<file path="src/rtl/seq_divider_param.sv">
// Multi-cycle restoring divider, WIDTH bits, STEPS_PER_CYCLE quotient bits per clock.
// Define SIGNED_DIV_EN to add the i_signed_op port and two's-complement operation.
module seq_divider_param #(
    parameter int WIDTH           = 32,
    parameter int STEPS_PER_CYCLE = 1
) (
    input  logic             i_clock,
    input  logic             i_reset_n,
    input  logic             i_start,
    input  logic [WIDTH-1:0] i_dividend,
    input  logic [WIDTH-1:0] i_divisor,
`ifdef SIGNED_DIV_EN
    input  logic             i_signed_op,
`endif
    output logic             o_busy,
    output logic             o_done,
    output logic [WIDTH-1:0] o_quotient,
    output logic [WIDTH-1:0] o_remainder,
    output logic             o_div_by_zero
);

    localparam int N  = WIDTH / STEPS_PER_CYCLE;
    localparam int CW = (N > 1) ? $clog2(N) : 1;
    localparam logic [CW-1:0] LAST = CW'(N - 1);

    typedef enum logic [1:0] {
        S_IDLE,
        S_RUN,
        S_DONE
    } state_t;

    state_t r_state;
    state_t w_state_nx;

    logic [CW-1:0]    r_cnt;
    logic [WIDTH-1:0] r_quo;
    logic [WIDTH-1:0] r_rem;
    logic [WIDTH-1:0] r_dvs;
    logic [WIDTH-1:0] r_q_out;
    logic [WIDTH-1:0] r_r_out;
    logic             r_zero;
    logic             r_dbz;

    logic             w_accept;
    logic             w_last;
    logic             w_dvs_zero;
    logic [WIDTH-1:0] w_dvd_mag;
    logic [WIDTH-1:0] w_dvs_mag;
    logic [WIDTH-1:0] w_quo_nx;
    logic [WIDTH-1:0] w_rem_nx;
    logic [WIDTH:0]   w_rs;
    logic [WIDTH-1:0] w_q_fix;
    logic [WIDTH-1:0] w_r_fix;

    assign w_accept   = i_start && (r_state != S_RUN);
    assign w_last     = (r_cnt == LAST);
    assign w_dvs_zero = (i_divisor == '0);

`ifdef SIGNED_DIV_EN
    logic w_neg_a;
    logic w_neg_b;
    logic r_neg_q;
    logic r_neg_r;

    assign w_neg_a   = i_signed_op & i_dividend[WIDTH-1];
    assign w_neg_b   = i_signed_op & i_divisor[WIDTH-1];
    assign w_dvd_mag = w_neg_a ? (~i_dividend + WIDTH'(1)) : i_dividend;
    assign w_dvs_mag = w_neg_b ? (~i_divisor + WIDTH'(1)) : i_divisor;
    // Truncating division: quotient sign = sign xor, remainder follows dividend
    assign w_q_fix   = r_neg_q ? (~w_quo_nx + WIDTH'(1)) : w_quo_nx;
    assign w_r_fix   = r_neg_r ? (~w_rem_nx + WIDTH'(1)) : w_rem_nx;

    always_ff @(posedge i_clock or negedge i_reset_n) begin
        if (!i_reset_n) begin
            r_neg_q <= 1'b0;
            r_neg_r <= 1'b0;
        end else if (w_accept) begin
            r_neg_q <= ~w_dvs_zero & (w_neg_a ^ w_neg_b);
            r_neg_r <= ~w_dvs_zero & w_neg_a;
        end
    end
`else
    assign w_dvd_mag = i_dividend;
    assign w_dvs_mag = i_divisor;
    assign w_q_fix   = w_quo_nx;
    assign w_r_fix   = w_rem_nx;
`endif

    // r_quo shifts dividend bits out of the MSB and quotient bits in at the LSB
    always_comb begin
        w_quo_nx = r_quo;
        w_rem_nx = r_rem;
        w_rs     = '0;
        for (int i = 0; i < STEPS_PER_CYCLE; i++) begin
            w_rs = {w_rem_nx, w_quo_nx[WIDTH-1]};
            if (w_rs >= {1'b0, r_dvs}) begin
                w_rem_nx = w_rs[WIDTH-1:0] - r_dvs;
                w_quo_nx = {w_quo_nx[WIDTH-2:0], 1'b1};
            end else begin
                w_rem_nx = w_rs[WIDTH-1:0];
                w_quo_nx = {w_quo_nx[WIDTH-2:0], 1'b0};
            end
        end
    end

    always_ff @(posedge i_clock or negedge i_reset_n) begin
        if (!i_reset_n) begin
            r_state <= S_IDLE;
        end else begin
            r_state <= w_state_nx;
        end
    end

    always_comb begin
        w_state_nx = r_state;
        unique case (r_state)
            S_IDLE: if (i_start) w_state_nx = S_RUN;
            S_RUN:  if (r_zero || w_last) w_state_nx = S_DONE;
            S_DONE: w_state_nx = i_start ? S_RUN : S_IDLE;
            default: w_state_nx = S_IDLE;
        endcase
    end

    always_ff @(posedge i_clock or negedge i_reset_n) begin
        if (!i_reset_n) begin
            r_cnt   <= '0;
            r_quo   <= '0;
            r_rem   <= '0;
            r_dvs   <= '0;
            r_q_out <= '0;
            r_r_out <= '0;
            r_zero  <= 1'b0;
            r_dbz   <= 1'b0;
        end else if (w_accept) begin
            r_cnt  <= '0;
            r_rem  <= '0;
            r_dvs  <= w_dvs_mag;
            r_zero <= w_dvs_zero;
            r_dbz  <= w_dvs_zero;
            // Zero divisor keeps the raw dividend for the remainder output
            r_quo  <= w_dvs_zero ? i_dividend : w_dvd_mag;
        end else if (r_state == S_RUN) begin
            if (r_zero) begin
                r_q_out <= '1;
                r_r_out <= r_quo;
            end else begin
                r_quo <= w_quo_nx;
                r_rem <= w_rem_nx;
                r_cnt <= r_cnt + CW'(1);
                if (w_last) begin
                    r_q_out <= w_q_fix;
                    r_r_out <= w_r_fix;
                end
            end
        end
    end

    assign o_busy        = (r_state == S_RUN);
    assign o_done        = (r_state == S_DONE);
    assign o_quotient    = r_q_out;
    assign o_remainder   = r_r_out;
    assign o_div_by_zero = r_dbz;

endmodule
</file>
<file path="config.mk">
export PLATFORM = sky130hd
export DESIGN_NAME = seq_divider_param
export DESIGN_NICKNAME = d
export VERILOG_FILES = /design/src/rtl/seq_divider_param.sv
export SDC_FILE = /design/constraint.sdc
export NUM_CORES = 1
export LEC_CHECK = 0
export ABC_AREA = 0
export BUFFER_PORTS_ARGS = -buffer_cell sky130_fd_sc_hd__buf_2
export CAP_MARGIN = 25
export CORE_ASPECT_RATIO = 1.4
export CORE_MARGIN = 10
export CORE_UTILIZATION = 40
export DETAILED_ROUTE_END_ITERATION = 7
export PLACE_DENSITY = 0.66
export SETUP_SLACK_MARGIN = 0.3
export SYNTH_ARGS = -nofsm -noshare
export SYNTH_HDL_FRONTEND = slang
export SYNTH_SLANG_ARGS = --single-unit
export TNS_END_PERCENT = 20
</file>
<file path="constraint.sdc">
create_clock -name i_clock -period 3.8 [get_ports i_clock]
set_input_delay 0.19 -clock i_clock [delete_from_list [all_inputs] [get_ports i_clock]]
set_output_delay 0.19 -clock i_clock [all_outputs]
set_load 0.05 [all_outputs]
</file>
After elaboration in Yosys (flattened, before gate mapping)
Cells that the tools add are included.

Output and inout bits: 67. Input bits: 67. Bits in registers: 168.

Reductions and logical operators: 9. Equality and inequality tests: 7. $lt $le $gt $ge: 1. Bitwise logic cells: 1. Add/sub/neg operators: 2. Mux-type cells: 19.

Operators with widths (number): 32-bit 2-to-1 mux (11); 33-bit by 32-bit >= comparator with 1-bit output (1); 32-bit logical NOT (1); 32-bit subtractor (1); 5-bit 2-to-1 mux (3); 2-bit by 1-bit != test with 1-bit output, second input constant (3); 2-bit case mux with 3 select lines (1); 5-bit by 1-bit adder with 5-bit output, second input constant (1); 5-bit equality test, second input constant (1); 2-bit 2-to-1 mux (2); 2-bit AND reduction (2); 2-bit nonzero test (2); 3-bit AND reduction (1); 2-bit by 1-bit equality test with 1-bit output, second input constant (1); 2-bit equality test, second input constant (1); 2-bit logical NOT (1); 1-bit 2-to-1 mux (2); 2-bit != test, second input constant (1); 1-bit logical AND (1); 1-bit logical OR (1); 1-bit NOT (1).

Depth between registers and ports, before layout
Depth after elaboration: 5. Gate-level depth with buffers: 12. Depth with buffers taken out: 12.

Worst setup path after synthesis
No wires, ideal clock.

Kind: register to register. Start: reg r_quo[31]. End: reg r_r_out[28] (netlist: o_remainder[28]). Cell stages (with the launch flop): 13. Library setup time: 0.126 ns. Data arrival time: 2.740 ns. Setup slack: 0.934 ns. Buffers on the path: 0. Path through: dfrtp_1 inv_1 ha_1 inv_1 fa_1 a21o_1 a221oi_2 o21a_1 o211ai_2 a31oi_1 a211o_1 a31oi_1 a221o_1.

Longest elaborated chain between the ends: 4. Elaborated cells between the ends (all ways): 5. Classes of those cells: add/sub: 1; order compare: 1; mux: 3.

RTL lines: start, declared (RTL line 36) `logic [WIDTH-1:0] r_quo;`; start signal, assigned (RTL line 141) `r_quo <= w_dvs_zero ? i_dividend : w_dvd_mag;`; start signal, assigned (RTL line 147) `r_quo <= w_quo_nx;`; 32-bit subtractor or 33-bit by 32-bit >= comparator with 1-bit output (tied branches) (RTL line 97, 96); 32-bit 2-to-1 mux (*) (RTL line 96) `if (w_rs >= {1'b0, r_dvs}) begin`; 32-bit 2-to-1 mux (*) (RTL line 150) `if (w_last) begin`; 32-bit 2-to-1 mux (*) (RTL line 143) `if (r_zero) begin`; end signal, assigned (RTL line 145) `r_r_out <= r_quo;`; end signal, assigned (RTL line 152) `r_r_out <= w_r_fix;`; end, declared (RTL line 40) `logic [WIDTH-1:0] r_r_out;`.

Every way passes the cells marked *; elsewhere a longest branch is shown, timed or not. The select of a mux whose other input is x is not followed. A chain may end at the register's enable or synchronous reset.

Worst setup path after layout
Start: reg r_rem[17]. End: reg r_r_out[21] (netlist: o_remainder[21]).

Longest elaborated chain between the ends: 4. Elaborated cells between the ends (all ways): 5. Classes of those cells: add/sub: 1; order compare: 1; mux: 3.

RTL lines: start, declared (RTL line 37) `logic [WIDTH-1:0] r_rem;`; start signal, assigned (RTL line 148) `r_rem <= w_rem_nx;`; 32-bit subtractor or 33-bit by 32-bit >= comparator with 1-bit output (tied branches) (RTL line 97, 96); 32-bit 2-to-1 mux (*) (RTL line 96); 32-bit 2-to-1 mux (*) (RTL line 150); 32-bit 2-to-1 mux (*) (RTL line 143).

Marks and branches as above.

==> key figures <==
Run status
  – Outcome: finished clean

Global route
  – Initial antenna violation count: 0
  – Largest net degree at the start of global routing: 99
  – Total global-route track usage: 20.7%
  – Number of global-route vias before repair: 8719
  – First-pass GRT wire length: 48.1 mm
  – Total grt overflow: 0

Timing
  – Fin. Hold Viols: 0
  – Fin crit share: 87.3%
  – Total negative slack: 0 ns
  – Worst-Margin Slew: 1.00 ns
  – Final setup fails: 0
  – Fin. max-slew vios: 0
  – Fmax: 301 MHz
  – Final min period: 3.32 ns
  – Final worst-path setup slack: 0.482 ns
  – Max_slew headroom: 33.1%
  – Worst clock skew: 0.0122 ns
  – RSZ-0062 raised after global routing: yes
  – Fin Hold WS: 0.00159 ns

Clock tree
  – H-tree depth: 4
  – Clock Sinks: 168
  – Reg clk slew, reported paths: 0.07 ns
  – CTS Root Cell: clkbuf_16
  – CTS tree: done
  – Clock latency on the worst-skew pair: 0.44 ns
  – CTS Buf Count: 17
  – Clock Tree Buf Depth: 2

Synthesis
  – Post-Syn Nets: 1166
  – Most frequent cells after synthesis: nand2_1, dfrtp_1, o21ai_0, a21oi_1, nor2_1
  – Biggest area consumer among synthesized cells: dfrtp_1
  – Asr flop ratio synth: 100%
  – Gate count of the mapped netlist: 1064
  – EDFF count, synth: 0
  – Post-synth cell types: 69
  – Top cells by area, synth: dfrtp_1, nand2_1, o21ai_0
  – Synth warn: 0
  – Post-synth top flop: dfrtp_1
  – Synth top area share: 45.6%
  – Top-count cell post-synth: nand2_1
  – Register area share after synthesis: 45.6%
  – #FFs+latches synth: 168
  – Post-Syn Area: 9230 um2
  – Syn Area/Cell: 8.67 um2

Placed design
  – I/O Buffers: 133
  – Placed Instances: 1449
  – Post-placement worst setup slack: 0.314 ns
  – Hpwl dp: 21.9 mm
  – Final GP Congestion: 0.902

Min path
  – Worst hold path type: in -> reg

Setup path
  – Worst-path fanout max: 15
  – Worst Path Arrival: 3.68 ns
  – Critical path data required time: 4.16 ns
  – Crit. End Element: register
  – Worst Setup Start Kind: register
  – Critical path type: reg -> reg

Floorplanning
  – Initial core utilization: 40.8%
  – Die height: 200 um
  – Core area: 22600 um2
  – Area of the die: 29600 um2
  – Width of the die: 148 um
  – Row count: 65
  – Io pins: 134

Drt
  – Drc violations: 0
  – WL met3: 1.30 mm
  – DRT Wirelength: 30.9 mm
  – Wire length on met1: 11.5 mm
  – Routed Antenna Nets: 0
  – Wire length per cell: 20.1 um
  – Vias per std cell: 5.69
  – DRT iter0 DRCs: 656
  – Met2 Wirelength: 16.8 mm
  – DR top layer: met4
  – Router iterations before antenna repair: 5
  – Via Count: 8747

Final layout
  – # fillers: 2196
  – NumNets Final: 1325
  – Non-filler cells, final: 1537
  – Layout cell share with drive strength beyond 1: 17.4%
  – Ant. Diodes: 0
  – Layout area overhead: 23.2%

Job
  – Max-cap viol count: 0
-- state kept, by name, indices dropped and copies added, names as in the netlist --
signal / flops
o_quotient: 32
r_state: 2
r_cnt: 5
r_dvs: 32
o_div_by_zero: 1
r_rem: 32
o_remainder: 32
r_quo: 32
-- per-stage QoR --
step	area (um2)	util (%)
final	11400	50.3
after CTS	11300	50.2
after detailed placement	10200	45.0
after global placement	10200	45.0
after global routing	11400	50.3
after floorplan	9230	-
-- worst max-delay path, cell delays in order (launching register included) --
cell	delay, ns
dfrtp_1	0.47
ha_1	0.46
a21oi_1	0.14
o21bai_1	0.18
a21oi_1	0.11
o221ai_2	0.39
a31o_2	0.45
nor2_2	0.20
buf_4	0.23
or3_1	0.41
a31oi_1	0.19
-- placed cells by master, fill, tap and decap left out, drive strengths merged, types with 3 or more instances in the layout --
cell type and n:
o21a 6, clkinv 3, nand2 179, clkbuf 19, a211oi 24, or3 11
a221o 5, a21oi 96, dfrtp 168, a31oi 23, dlygate4sd3 55, o211ai 12
nand4 11, and4 3, ha 34, nor3 13, o31ai 7, o21ai 118
nor4 9, a21o 15, xor2 11, a21boi 8, nor2 82, a22oi 31
nand3 16, xnor2 7, a211o 3, nor2b 3, and3 20, mux2i 5
buf 153, bufinv 3, a22o 6, o21bai 3, inv 48, and2 5
-- what timing repair did --
| item | 4_1_cts | 5_1_grt |
|---|---|---|
| endpoints found under the setup margin | 2 | 5 |
| pin swaps | 1 | 0 |
| hold endpoints to repair | 133 | 1 |
| hold buffers | 54 | 1 |
| buffers inserted | 1 | 0 |
| resized for setup | 0 | 2 |
-- worst paths after layout --
check,to,slack [ns],start,depth (start not counted)
setup / recovery,o_remainder[21]$_DFFE_PN0P_,0.48,r_rem[17]$_DFFE_PN0P_,10
hold / removal,r_quo[17]$_DFFE_PN0P_,0.002,i_dividend[17],3
setup reg to reg,o_remainder[21]$_DFFE_PN0P_,0.48,r_rem[17]$_DFFE_PN0P_,10
hold reg to reg,o_remainder[12]$_DFFE_PN0P_,0.48,o_remainder[12]$_DFFE_PN0P_,2
max in group asynchronous,o_remainder[0]$_DFFE_PN0P_,2.42,i_reset_n,3
min in group asynchronous,r_dvs[27]$_DFFE_PN0P_,0.34,i_reset_n,2
-- layer usage --
layer | track usage (%) | vias up
li1 | - | 4115
met1 | 22.4 | 4286
met2 | 38.4 | 280
met3 | 3.21 | 66
met4 | 10.1 | 0
met5 | 0 | -
-- layout make-up --
class | instances | area, um2 | share of cell area (%)
Multi-Input combinational cell | 786 | 4610 | 40.5
Timing Repair Buffer | 208 | 1390 | 12.2
Tap cell | 301 | 377 | 3.31
Clock buffer | 19 | 453 | 3.98
Clock inverter | 13 | 181 | 1.60
Inverter | 42 | 158 | 1.39
Sequential cell | 168 | 4210 | 37.0
-- cell families (layout without fill, tap and decap cells) --
| group | after synthesis | count (layout) | share of synthesized area (%) |
|---|---|---|---|
| AOI/OAI and AO/OA | 368 | 368 | 25.1 |
| xor gates and xnor gates | 18 | 18 | 1.71 |
| adders and majority gates | 35 | 35 | 4.83 |
| buffers and inverters | 110 | 282 | 4.80 |
| DFF | 168 | 168 | 45.6 |
| muxes | 5 | 5 | 0.542 |
| and+or+nand+nor | 360 | 360 | 17.4 |
Power is left out: the tool's default activity adds up to more than one toggle a clock period on the data nets, which glitch-free logic cannot reach.
